File: config.mk
export PLATFORM = sky130hd
export DESIGN_NAME = padding_ctrl
export DESIGN_NICKNAME = d
export VERILOG_FILES = /design/src/rtl/padding_ctrl_pkg.sv /design/src/rtl/padding_row_cnt.sv /design/src/rtl/padding_ctrl.sv
export SDC_FILE = /design/constraint.sdc
export NUM_CORES = 1
export LEC_CHECK = 0
export BUFFER_PORTS_ARGS = -buffer_cell sky130_fd_sc_hd__buf_2
export CORE_ASPECT_RATIO = 0.7
export CORE_MARGIN = 2
export CORE_UTILIZATION = 40
export CTS_CLUSTER_DIAMETER = 120
export DETAILED_ROUTE_END_ITERATION = 10
export MAX_ROUTING_LAYER = met4
export PLACE_DENSITY_LB_ADDON = 0.05
export SLEW_MARGIN = 0
export SYNTH_ARGS = -nofsm -noshare
export SYNTH_HDL_FRONTEND = slang
export SYNTH_SLANG_ARGS = --single-unit
File: constraint.sdc
create_clock -name clk -period 2.11 [get_ports clk]
set_input_delay 0 -clock clk [delete_from_list [all_inputs] [get_ports clk]]
set_output_delay 0 -clock clk [all_outputs]
set_load 0.05 [all_outputs]
File: src/rtl/padding_ctrl_pkg.sv
// Shared types and constants for the padding-row controller slice.
// Geometry defaults describe the 416-row source image with a 1-px zero border.
package padding_ctrl_pkg;

  localparam int DEF_IMG_H   = 416;
  localparam int DEF_CNT_W   = 9;
  localparam int PAD_ROWS    = 2;
  localparam int ROW_BITS    = DEF_IMG_H * 8;
  localparam int PADDED_BITS = (DEF_IMG_H + PAD_ROWS) * 8;

  typedef enum logic [5:0] {
    S_IDLE      = 6'b000001,
    S_FETCH     = 6'b000010,
    S_LOAD      = 6'b000100,
    S_WAIT_INTR = 6'b001000,
    S_WIN       = 6'b010000,
    S_DONE      = 6'b100000
  } state_t;

endpackage

File: src/rtl/padding_row_cnt.sv
// Padded-row counter r (0..IMG_H+1) with clear/increment and look-ahead flags
// that let the controller decide where the next row comes from.
module padding_row_cnt
  import padding_ctrl_pkg::*;
#(
  parameter int IMG_H = DEF_IMG_H,
  parameter int CNT_W = DEF_CNT_W
) (
  input  logic             clk,
  input  logic             reset,
  input  logic             clr,
  input  logic             inc,
  output logic [CNT_W-1:0] r,
  output logic             lt_two,
  output logic             next_is_zero,
  output logic             is_last
);

  always_ff @(posedge clk or negedge reset) begin
    if (!reset)
      r <= '0;
    else if (clr)
      r <= '0;
    else if (inc)
      r <= r + CNT_W'(1);
  end

  // next_is_zero: the row after r is the bottom zero border row
  assign lt_two       = (r < CNT_W'(2));
  assign next_is_zero = (r == CNT_W'(IMG_H));
  assign is_last      = (r == CNT_W'(IMG_H + 1));

endmodule

File: src/rtl/padding_ctrl.sv
// Frame sequencer for the padding datapath: fetches source rows, pushes padded rows
// into the 3-row window and offers each full window to the conv stage.
module padding_ctrl
  import padding_ctrl_pkg::*;
#(
  parameter int IMG_H = DEF_IMG_H,
  parameter int CNT_W = DEF_CNT_W
) (
  input  logic             clk,
  input  logic             reset,
  input  logic             start,
  input  logic             abort,
  output logic             busy,
  output logic             done,
  output logic             row_req,
  output logic [CNT_W-1:0] row_addr,
  input  logic             row_vld,
  output logic             pad_en,
  output logic [CNT_W-1:0] pad_count,
  output logic             pad_img_valid,
  output logic             pad_wait_en,
  input  logic             pad_intr,
  output logic             win_valid,
  output logic [CNT_W-1:0] win_row,
  input  logic             win_ack
);

  state_t           state;
  logic [CNT_W-1:0] r;
  logic             lt_two;
  logic             next_is_zero;
  logic             is_last;
  logic             advance;
  logic             cnt_clr;
  logic             cnt_inc;

  // advance marks the "next row" step: after the first two pushes, or on a window ack
  assign advance = ((state == S_LOAD) && lt_two) || ((state == S_WIN) && win_ack);
  assign cnt_clr = abort || (state == S_DONE) || ((state == S_IDLE) && start);
  assign cnt_inc = advance && !is_last;

  padding_row_cnt #(
    .IMG_H(IMG_H),
    .CNT_W(CNT_W)
  ) u_row_cnt (
    .clk         (clk),
    .reset       (reset),
    .clr         (cnt_clr),
    .inc         (cnt_inc),
    .r           (r),
    .lt_two      (lt_two),
    .next_is_zero(next_is_zero),
    .is_last     (is_last)
  );

  // Outputs are registered and set on entry to the state that owns them
  always_ff @(posedge clk or negedge reset) begin
    if (!reset) begin
      state         <= S_IDLE;
      busy          <= 1'b0;
      done          <= 1'b0;
      row_req       <= 1'b0;
      row_addr      <= '0;
      pad_en        <= 1'b0;
      pad_count     <= '0;
      pad_img_valid <= 1'b0;
      pad_wait_en   <= 1'b0;
      win_valid     <= 1'b0;
      win_row       <= '0;
    end else if (abort) begin
      state         <= S_IDLE;
      busy          <= 1'b0;
      done          <= 1'b0;
      row_req       <= 1'b0;
      row_addr      <= '0;
      pad_en        <= 1'b0;
      pad_count     <= '0;
      pad_img_valid <= 1'b0;
      pad_wait_en   <= 1'b0;
      win_valid     <= 1'b0;
      win_row       <= '0;
    end else begin
      pad_en        <= 1'b0;
      pad_img_valid <= 1'b0;
      done          <= 1'b0;
      if (advance) begin
        win_valid   <= 1'b0;
        pad_wait_en <= 1'b0;
        if (is_last) begin
          state <= S_DONE;
          done  <= 1'b1;
        end else if (next_is_zero) begin
          state         <= S_LOAD;
          pad_en        <= 1'b1;
          pad_img_valid <= 1'b1;
          pad_count     <= r + CNT_W'(1);
        end else begin
          state    <= S_FETCH;
          row_req  <= 1'b1;
          row_addr <= r;
        end
      end else begin
        unique case (state)
          S_IDLE: begin
            if (start) begin
              state         <= S_LOAD;
              busy          <= 1'b1;
              pad_en        <= 1'b1;
              pad_img_valid <= 1'b1;
              pad_count     <= '0;
            end
          end
          S_FETCH: begin
            if (row_vld) begin
              state         <= S_LOAD;
              row_req       <= 1'b0;
              pad_en        <= 1'b1;
              pad_img_valid <= 1'b1;
              pad_count     <= r;
            end
          end
          S_LOAD: state <= S_WAIT_INTR;
          S_WAIT_INTR: begin
            if (pad_intr) begin
              state       <= S_WIN;
              win_valid   <= 1'b1;
              pad_wait_en <= 1'b1;
              win_row     <= r - CNT_W'(2);
            end
          end
          S_WIN: begin
          end
          S_DONE: begin
            state <= S_IDLE;
            busy  <= 1'b0;
          end
          default: state <= S_IDLE;
        endcase
      end
    end
  end

endmodule
# ---- Word-level counts from Yosys, hierarchy flattened
# Index checks and enable logic that the tools add are counted.
# Widths: inputs -> output; s select.
dict set report classes {
  add_sub_neg 2
  n_lt_le_gt_ge 1
  n_eq_ne 19
  n_mux 49
  reduce_logical 25
}
# operator count
set op_table {}
lappend op_table {{$mux 9} 16}
lappend op_table {{$mux 6} 6}
lappend op_table {{$pmux 6 s5} 1}
lappend op_table {{$mux 1} 22}
lappend op_table {{$eq 9x9->1 const B} 2}
lappend op_table {{$pmux 9 s2} 1}
lappend op_table {{$ne 3x3->1 const B} 5}
lappend op_table {{$reduce_bool 3->1} 5}
lappend op_table {{$ne 4x4->1 const B} 3}
lappend op_table {{$add 9x1->9 const B} 1}
lappend op_table {{$lt 9x2->1 const B} 1}
lappend op_table {{$reduce_and 3->1} 3}
lappend op_table {{$sub 9x2->9 const B} 1}
lappend op_table {{$reduce_and 4->1} 2}
lappend op_table {{$reduce_bool 2->1} 4}
lappend op_table {{$eq 6x1->1 const B} 1}
lappend op_table {{$eq 6x2->1 const B} 1}
lappend op_table {{$eq 6x3->1 const B} 1}
lappend op_table {{$eq 6x4->1 const B} 1}
lappend op_table {{$eq 6x5->1 const B} 1}
lappend op_table {{$eq 6x6->1 const B} 1}
lappend op_table {{$ne 2x2->1 const B} 3}
lappend op_table {{$reduce_and 5->1} 1}
lappend op_table {{$logic_and 1x1->1} 4}
lappend op_table {{other kinds (6)} 9}
dict set report totals {
  reg_bits 47
  in_bits 7
  output_inout_bits 34
  word_cells 106
}

# ---- Depth between registers and ports, before layout
# Gate-level depths: netlist of the first run.
dict set report depth {
  word_depth 6
  mapped_depth 8
  depth_no_buf 7
}

# ---- Hierarchy
# Synthesis of the first run repeated with hierarchy kept, for this count alone.
dict set report hier_totals {
  hier_cells 252
  hier_area_um2 2506.2
}
# mod instances cells_each area_per_inst_um2 seq_area_each_um2
set by_module_without_submodules {}
lappend by_module_without_submodules {padding_ctrl 1 198 1989.4 952.2}
lappend by_module_without_submodules {padding_row_cnt 1 54 516.7 225.2}

# ---- Worst setup path after synthesis of the first run
# OpenSTA, ideal clock, no wires.
dict set report synth_path {
  path_type {register to register}
  start {reg u_row_cnt.r[2]}
  end {reg pad_count[0]}
  setup_ns 0.125
  arrival_ns 2.055
  required_time_ns 1.985
  setup_slack_ns -0.070
  path_stages_with_launch 8
  path_buffers 0
  synth_period_minus_slack_ns 2.180
  path_cell_list {dfrtp_1 > inv_1 > ha_1 > nor3b_1 > nand4_2 > nand2_2 > a31oi_4 > mux2_4}
}
dict set report synth_via {
  elab_chain_cells 5
  elab_cells_between_ends 13
  classes_between {1 x order compare; 6 x eq/ne; 2 x mux; 4 x reduce/logical}
}
# element line
set synth_lines {}
lappend synth_lines {{start, declared} padding_row_cnt.sv:13} ;# output logic [CNT_W-1:0] r,
lappend synth_lines {{start signal, assigned} padding_row_cnt.sv:25} ;# r <= r + CNT_W'(1);
lappend synth_lines {{$lt 9x2->1} padding_row_cnt.sv:29} ;# assign lt_two = (r < CNT_W'(2));
lappend synth_lines {{$logic_and 1x1->1} padding_ctrl.sv:38} ;# assign advance = ((state == S_LOAD) && lt_two) || ((state == S_WIN) && win_ack);
lappend synth_lines {{$logic_or 1x1->1} padding_ctrl.sv:38}
lappend synth_lines {{$ne 4x4->1 (no line) (tied with other cells)} -}
lappend synth_lines {{$reduce_and 5->1 (no line) / $mux 9 (equally long branches)} -}
lappend synth_lines {{end signal, assigned} padding_ctrl.sv:96} ;# pad_count <= r + CNT_W'(1);
lappend synth_lines {{end signal, assigned} padding_ctrl.sv:119} ;# pad_count <= r;
lappend synth_lines {{end, declared} padding_ctrl.sv:19} ;# output logic [CNT_W-1:0] pad_count,
# Parallel ways exist; a longest one is shown, timed or not.
# A chain may end at the register's enable or synchronous reset.

# ---- Worst setup path after layout of the first run
dict set report layout_path {
  start {reg state[0]}
  end {reg pad_count[1]}
}
dict set report layout_via {
  elab_chain_cells 5
  elab_cells_between_ends 16
  classes_between {8 x eq/ne; 3 x mux; 5 x reduce/logical}
}
# element line
set layout_lines {}
lappend layout_lines {{start, declared} padding_ctrl.sv:28} ;# state_t state;
lappend layout_lines {{start signal, assigned} padding_ctrl.sv:59} ;# state <= S_IDLE;
lappend layout_lines {{start signal, assigned} padding_ctrl.sv:71} ;# state <= S_IDLE;
lappend layout_lines {{start signal, assigned} padding_ctrl.sv:90} ;# state <= S_DONE;
lappend layout_lines {{$eq 6x3->1 / $eq 6x5->1 (equally long branches)} padding_ctrl.sv:38}
lappend layout_lines {{$logic_and 1x1->1} padding_ctrl.sv:38}
lappend layout_lines {{$logic_or 1x1->1} padding_ctrl.sv:38}
lappend layout_lines {{$ne 4x4->1 (no line) (tied with other cells)} -}
lappend layout_lines {{$reduce_and 5->1 (no line) / $mux 9 (equally long branches)} -}
# Parallel ways exist; a longest one is shown, timed or not.

==> out/metrics.cfg, run 1 <==
[status]
outcome = finished, final reports clean

[clocking]
cts-root-buf = clkbuf_8
cts_tree = built
htree_levels = 2
clock_path_buffers = 2
clock_latency_ns = 0.30
cts_inserted_buffers = 5
clk_pin_slew_ns = 0.09
cts.sink_count = 47

[sta]
relSlewSlack_pct = 60.8
max_freq_mhz = 497
setup_viol = 0
setup-tns-final_ns = 0
finClkSkew_ns = 0.00555
slew_violations = 0
rsz0062_at_grt = false
hold-worst-slack_ns = 0.0551
period_minus_slack_ns = 2.01
worst_pin_slew_ns = 0.589
hold_viol = 0
fin_crit_sh_pct = 95.4

[logic_synthesis]
netlist_area_um2 = 2540
synth_top_cell_by_area = dfrtp_1
ys.flop_type = dfrtp_1
synth_edf_count = 0
synth_top_area_share_pct = 45.3
ys_seq_area_share_pct = 46.4
synth_area_leaders = dfrtp_1 (45%), mux2i_1 (5.9%), nor2_1 (5.8%)
synthCells = 256
syn_area_per_cell_um2 = 9.92
ys_seq_elements = 47
yosysMostFrequentCell = dfrtp_1
ys_types = 58
synth_nets = 268
netlist_top_cells_count = dfrtp_1 (46), nor2_1 (39), a21oi_1 (16), mux2i_1 (15), nand2_1 (15)
ys_warn_count = 0
async_reset_ff_share_pct = 100

[critical_path]
cp-end-kind = flop
worstPathRequired_ns = 2.30
crit_type = reg -> reg
cp.arrival_ns = 2.20
reg2reg_depth = 5
start_kind = flop
worstPathMaxFanout = 5

[global_routing]
overflow = 0
grt_pass1_vias = 2054
grt.total_usage_pct = 20.9
grt_max_degree = 26
grt_first_pass_wirelength_mm = 10.9
grt_antenna_before_repair = 0

[die]
die-area_um2 = 7010
io_pins = 41
core_um2 = 6190
die_x_um = 99.2
start_util_pct = 41.0
num_rows = 24
die_y_um = 70.7

[detailed_routing]
vias_per_cell = 5.35
wire_per_inst_um = 16.6
drtPass1Iterations = 4
ant_nets = 0
drt_iter0_markers = 111
routed_wl_mm = 6.66
vias = 2147
drc_errors = 0

[cells_and_area]
area_growth_pct = 24.2
n_antenna_cell = 0
nets = 335
final_layout_size_suffix_gt1_share_pct = 31.6
fill_cells = 598
regArea_um2 = 1180
fin_util_pct = 51.0
multi_input_area_um2 = 1260
final_cells = 401

[place]
dp_hpwl_mm = 4.95
routabilityCongestion = 0.867
port_buffers = 40
dp_cells = 390

[hold_path]
min_path_type = in -> reg
min_path_cells = 4

[power_and_ir_drop]
p_leak_nw = 1.51
power.density_nw_per_um2 = 630
ir_drop_v = 0.000240

[flow_run]
max-cap-violations = 0

## cells by family (layout without fill, tap and decap cells)
group,after synthesis,count (layout),share of synthesized area [%]
and+or+nand+nor,99,99,20.8
muxes,19,19,8.13
DFF,47,47,46.4
adders and majority gates,5,5,2.46
xor gates and xnor gates,8,8,2.76
buffers and inverters,25,92,4.73
AOI/OAI and AO/OA,53,53,14.7
## placed cells by master, fill, tap and decap left out, types with 2 or more instances in the layout
| cell type | count |
|---|---|
| a211oi_1 | 9 |
| a21oi_1 | 15 |
| a31oi_1 | 2 |
| and4_1 | 2 |
| buf_2 | 40 |
| buf_4 | 32 |
| buf_6 | 2 |
| clkbuf_8 | 6 |
| dfrtp_1 | 45 |
| ha_1 | 5 |
| inv_1 | 9 |
| mux2_4 | 3 |
| mux2i_1 | 15 |
| nand2_1 | 15 |
| nand2b_1 | 2 |
| nand3_1 | 8 |
| nand3b_1 | 2 |
| nand4_1 | 4 |
| nor2_1 | 39 |
| nor3_1 | 3 |
| nor3_2 | 2 |
| nor3b_1 | 2 |
| nor4_1 | 4 |
| o211ai_1 | 4 |
| o21ai_0 | 5 |
| o2bb2ai_1 | 3 |
| or3_1 | 2 |
| or4_1 | 3 |
| xnor2_1 | 6 |
| xor2_1 | 2 |
## registers in the layout (all words and copies together) (netlist names), 6 cells and up
signal	count
pad_count	9
u_row_cnt.r	9
win_row	9
state	6
row_addr	9
## worst max-delay path, stage by stage, from the launching register on
cell	delay, ns
dfstp_2	0.60
nor3_2	0.06
and3_4	0.22
a221o_1	0.39
a31oi_4	0.30
mux2_4	0.33
## stage by stage
step / power, mW / cell area [um^2] / setup slack, ns
floorplan: 1.28 / 2540 / 0.0294
global placement: 1.41 / 3010 / -0.0359
detailed placement: 1.41 / 3010 / -0.0226
CTS: 1.98 / 3120 / 0.0144
global route: 2.10 / 3150 / 0.000349
finish: 1.99 / 3150 / 0.0972
## worst paths after layout
check                              from           end  slack, ns
hold reg to reg            pad_count[0]  pad_count[0]       0.51
setup / recovery               state[0]  pad_count[1]        0.1
setup reg to reg               state[0]  pad_count[1]        0.1
max in group asynchronous         reset   row_addr[7]       1.34
min in group asynchronous         reset      state[5]       0.23
hold / removal                  row_vld      state[1]       0.06
## per-layer routing
layer,track usage [%],up-vias,wire (um)
li1,-,1050,-
met1,32.6,1041,3440
met2,27.7,51,2720
met3,3.66,5,453
met4,5.33,0,53
met5,-,-,0
## where the power goes
group	switching (mW)	total [mW]	internal (mW)	leakage (nW)
sequential	0.0345	0.968	0.934	0.648
combinational	0.282	0.462	0.179	0.813
clock	0.299	0.556	0.258	0.0470
total	0.616	1.99	1.37	1.51
## area by class of cell
type,count,share of cell area (%)
sequential,47,37.4
clock buffer,6,2.62
tap,78,3.10
timing repair buffer,76,15.6
clock inverter,1,0.159
inverter,9,1.07
multi-input combinational,184,40.0
## repair_timing
action | CTS | global route
gates resized for setup | 2 | 4
endpoints found under the hold margin | 21 | 0
endpoints found under the setup margin | 4 | 23
setup buffers | 0 | 3
pin swaps | 1 | 1
hold buffers | 1 | 0
Power figures use the tool's default switching activity.
==> inputs of run 2 (changes only) <==
Settings changed: REMOVE_ABC_BUFFERS from default to 1.
==> out/metrics.cfg, run 2 (synthesis gave the netlist of run 1 again) <==
[detailed_routing]
drc_errors = 0
wire_per_inst_um = 16.4
drtPass1Iterations = 4
vias_per_cell = 5.39
vias = 2140
ant_nets = 0
drt_iter0_markers = 155
routed_wl_mm = 6.50

[sta]
hold_viol = 0
setup-tns-final_ns = 0
slew_violations = 0
max_freq_mhz = 487
fin_crit_sh_pct = 97.3
period_minus_slack_ns = 2.05
finClkSkew_ns = 0.00467
worst_pin_slew_ns = 0.546
setup_viol = 0
relSlewSlack_pct = 63.1
fin_ws_ns = 0.0578

[place]
place_area_um2 = 2980
routabilityCongestion = 0.890
dp_hpwl_mm = 4.71
port_buffers = 40
place_ws_ns = 0.0409

[critical_path]
cpMostUsedCell = buf_4
cp-end-kind = flop
worstPathRequired_ns = 2.31
start_kind = flop
cpPeakStageDelay_ns = 0.59
crit_type = reg -> reg
crit_family = flip-flops
cp.arrival_ns = 2.25
slowest_stage = dfstp_2
worstPathMaxFanout = 7
worst-path-buf-inv = 3
path_cells = buf_4, nor2_1, nand4_1, buf_4, a21oi_1, buf_4, mux2_2, mux2_4

[cells_and_area]
multi_input_area_um2 = 1250
n_antenna_cell = 0
nets = 330
regArea_um2 = 1180
fin_util_pct = 50.6
fill_cells = 583
mostFrequentLayoutCell = dfrtp_1
final_cell_mix = dfrtp_1 (46), buf_2 (40), nor2_1 (39), buf_4 (29), a21oi_1 (16)
final_area_um2 = 3130
final_layout_size_suffix_gt1_share_pct = 30.4
area_growth_pct = 23.2

[die]
io_pins = 41
core_um2 = 6190
die_x_um = 99.2
die-area_um2 = 7010
start_util_pct = 41.0
die_y_um = 70.7
num_rows = 24

[clocking]
clk_pin_slew_ns = 0.09
clock_path_buffers = 2
cts_inserted_buffers = 5
cts.sink_count = 47
htree_levels = 2
cts-root-buf = clkbuf_8
clock_latency_ns = 0.30
cts_tree = built

[status]
outcome = finished, final reports clean

[hold_path]
min_path_type = in -> reg

[global_routing]
grt_max_degree = 48
grt_util_met2_pct = 25.9
grt_antenna_before_repair = 0
met3_usage_pct = 3.66
grt_pass1_vias = 1926
grt_util_met1_pct = 32.1
overflow = 0
grt.total_usage_pct = 20.1
top_usage_layer = met1
grt_first_pass_wirelength_mm = 10.6

[power_and_ir_drop]
p_leak_nw = 1.49
power.density_nw_per_um2 = 673
ir_drop_v = 0.000383
power_mw = 2.11

[flow_run]
max-cap-violations = 0

run 2: through the flow:
step / std cells / hold WS, ns
finish: 397 / 0.0266
global route: 397 / 0.0460
CTS: 396 / 0.0223
detailed placement: 387 / 0.00794
global placement: 387 / 0.0107
floorplan: 240 / -0.296
run 2: worst min-delay path, delay by kind of cell:
family / cells / cell delay [ns]
and+or+nand+nor: 3 / 0.18
buffers and inverters: 1 / 0.12
run 2: power breakdown:
group          internal [mW]  switching [mW]
Clock                  0.384           0.318
Sequential             0.933          0.0378
Combinational          0.160           0.274
Total                   1.48           0.630
run 2: path summary, 6_finish.rpt:
path                       cells after the start          from  slack, ns            to
max in group asynchronous                      3         reset       1.64      state[0]
hold reg to reg                                1  pad_count[2]       0.51  pad_count[2]
hold / removal                                 4       row_vld       0.03      state[1]
setup / recovery                               8      state[0]       0.06  pad_count[0]
min in group asynchronous                      3         reset       0.21      state[3]
setup reg to reg                               8      state[0]       0.06  pad_count[0]
run 2: routing by layer:
metal,wire (um),up-vias
li1,-,1042
met1,3260,998
met2,2640,91
met3,532,9
met4,68,0
met5,0,-
run 2: repair_timing:
item | CTS | global route
buffers inserted | 0 | 1
endpoints found under the hold margin | 47 | 0
gates resized for setup | 0 | 3
setup endpoints to repair | 0 | 26
hold buffers | 1 | 0
run 2: final cells by class:
| cell class | instances | area share [%] |
|---|---|---|
| multi-input combinational | 184 | 40.1 |
| inverter | 9 | 1.08 |
| clock buffer | 6 | 2.64 |
| clock inverter | 2 | 1.12 |
| tap | 78 | 3.12 |
| sequential | 47 | 37.6 |
| timing repair buffer | 71 | 14.3 |
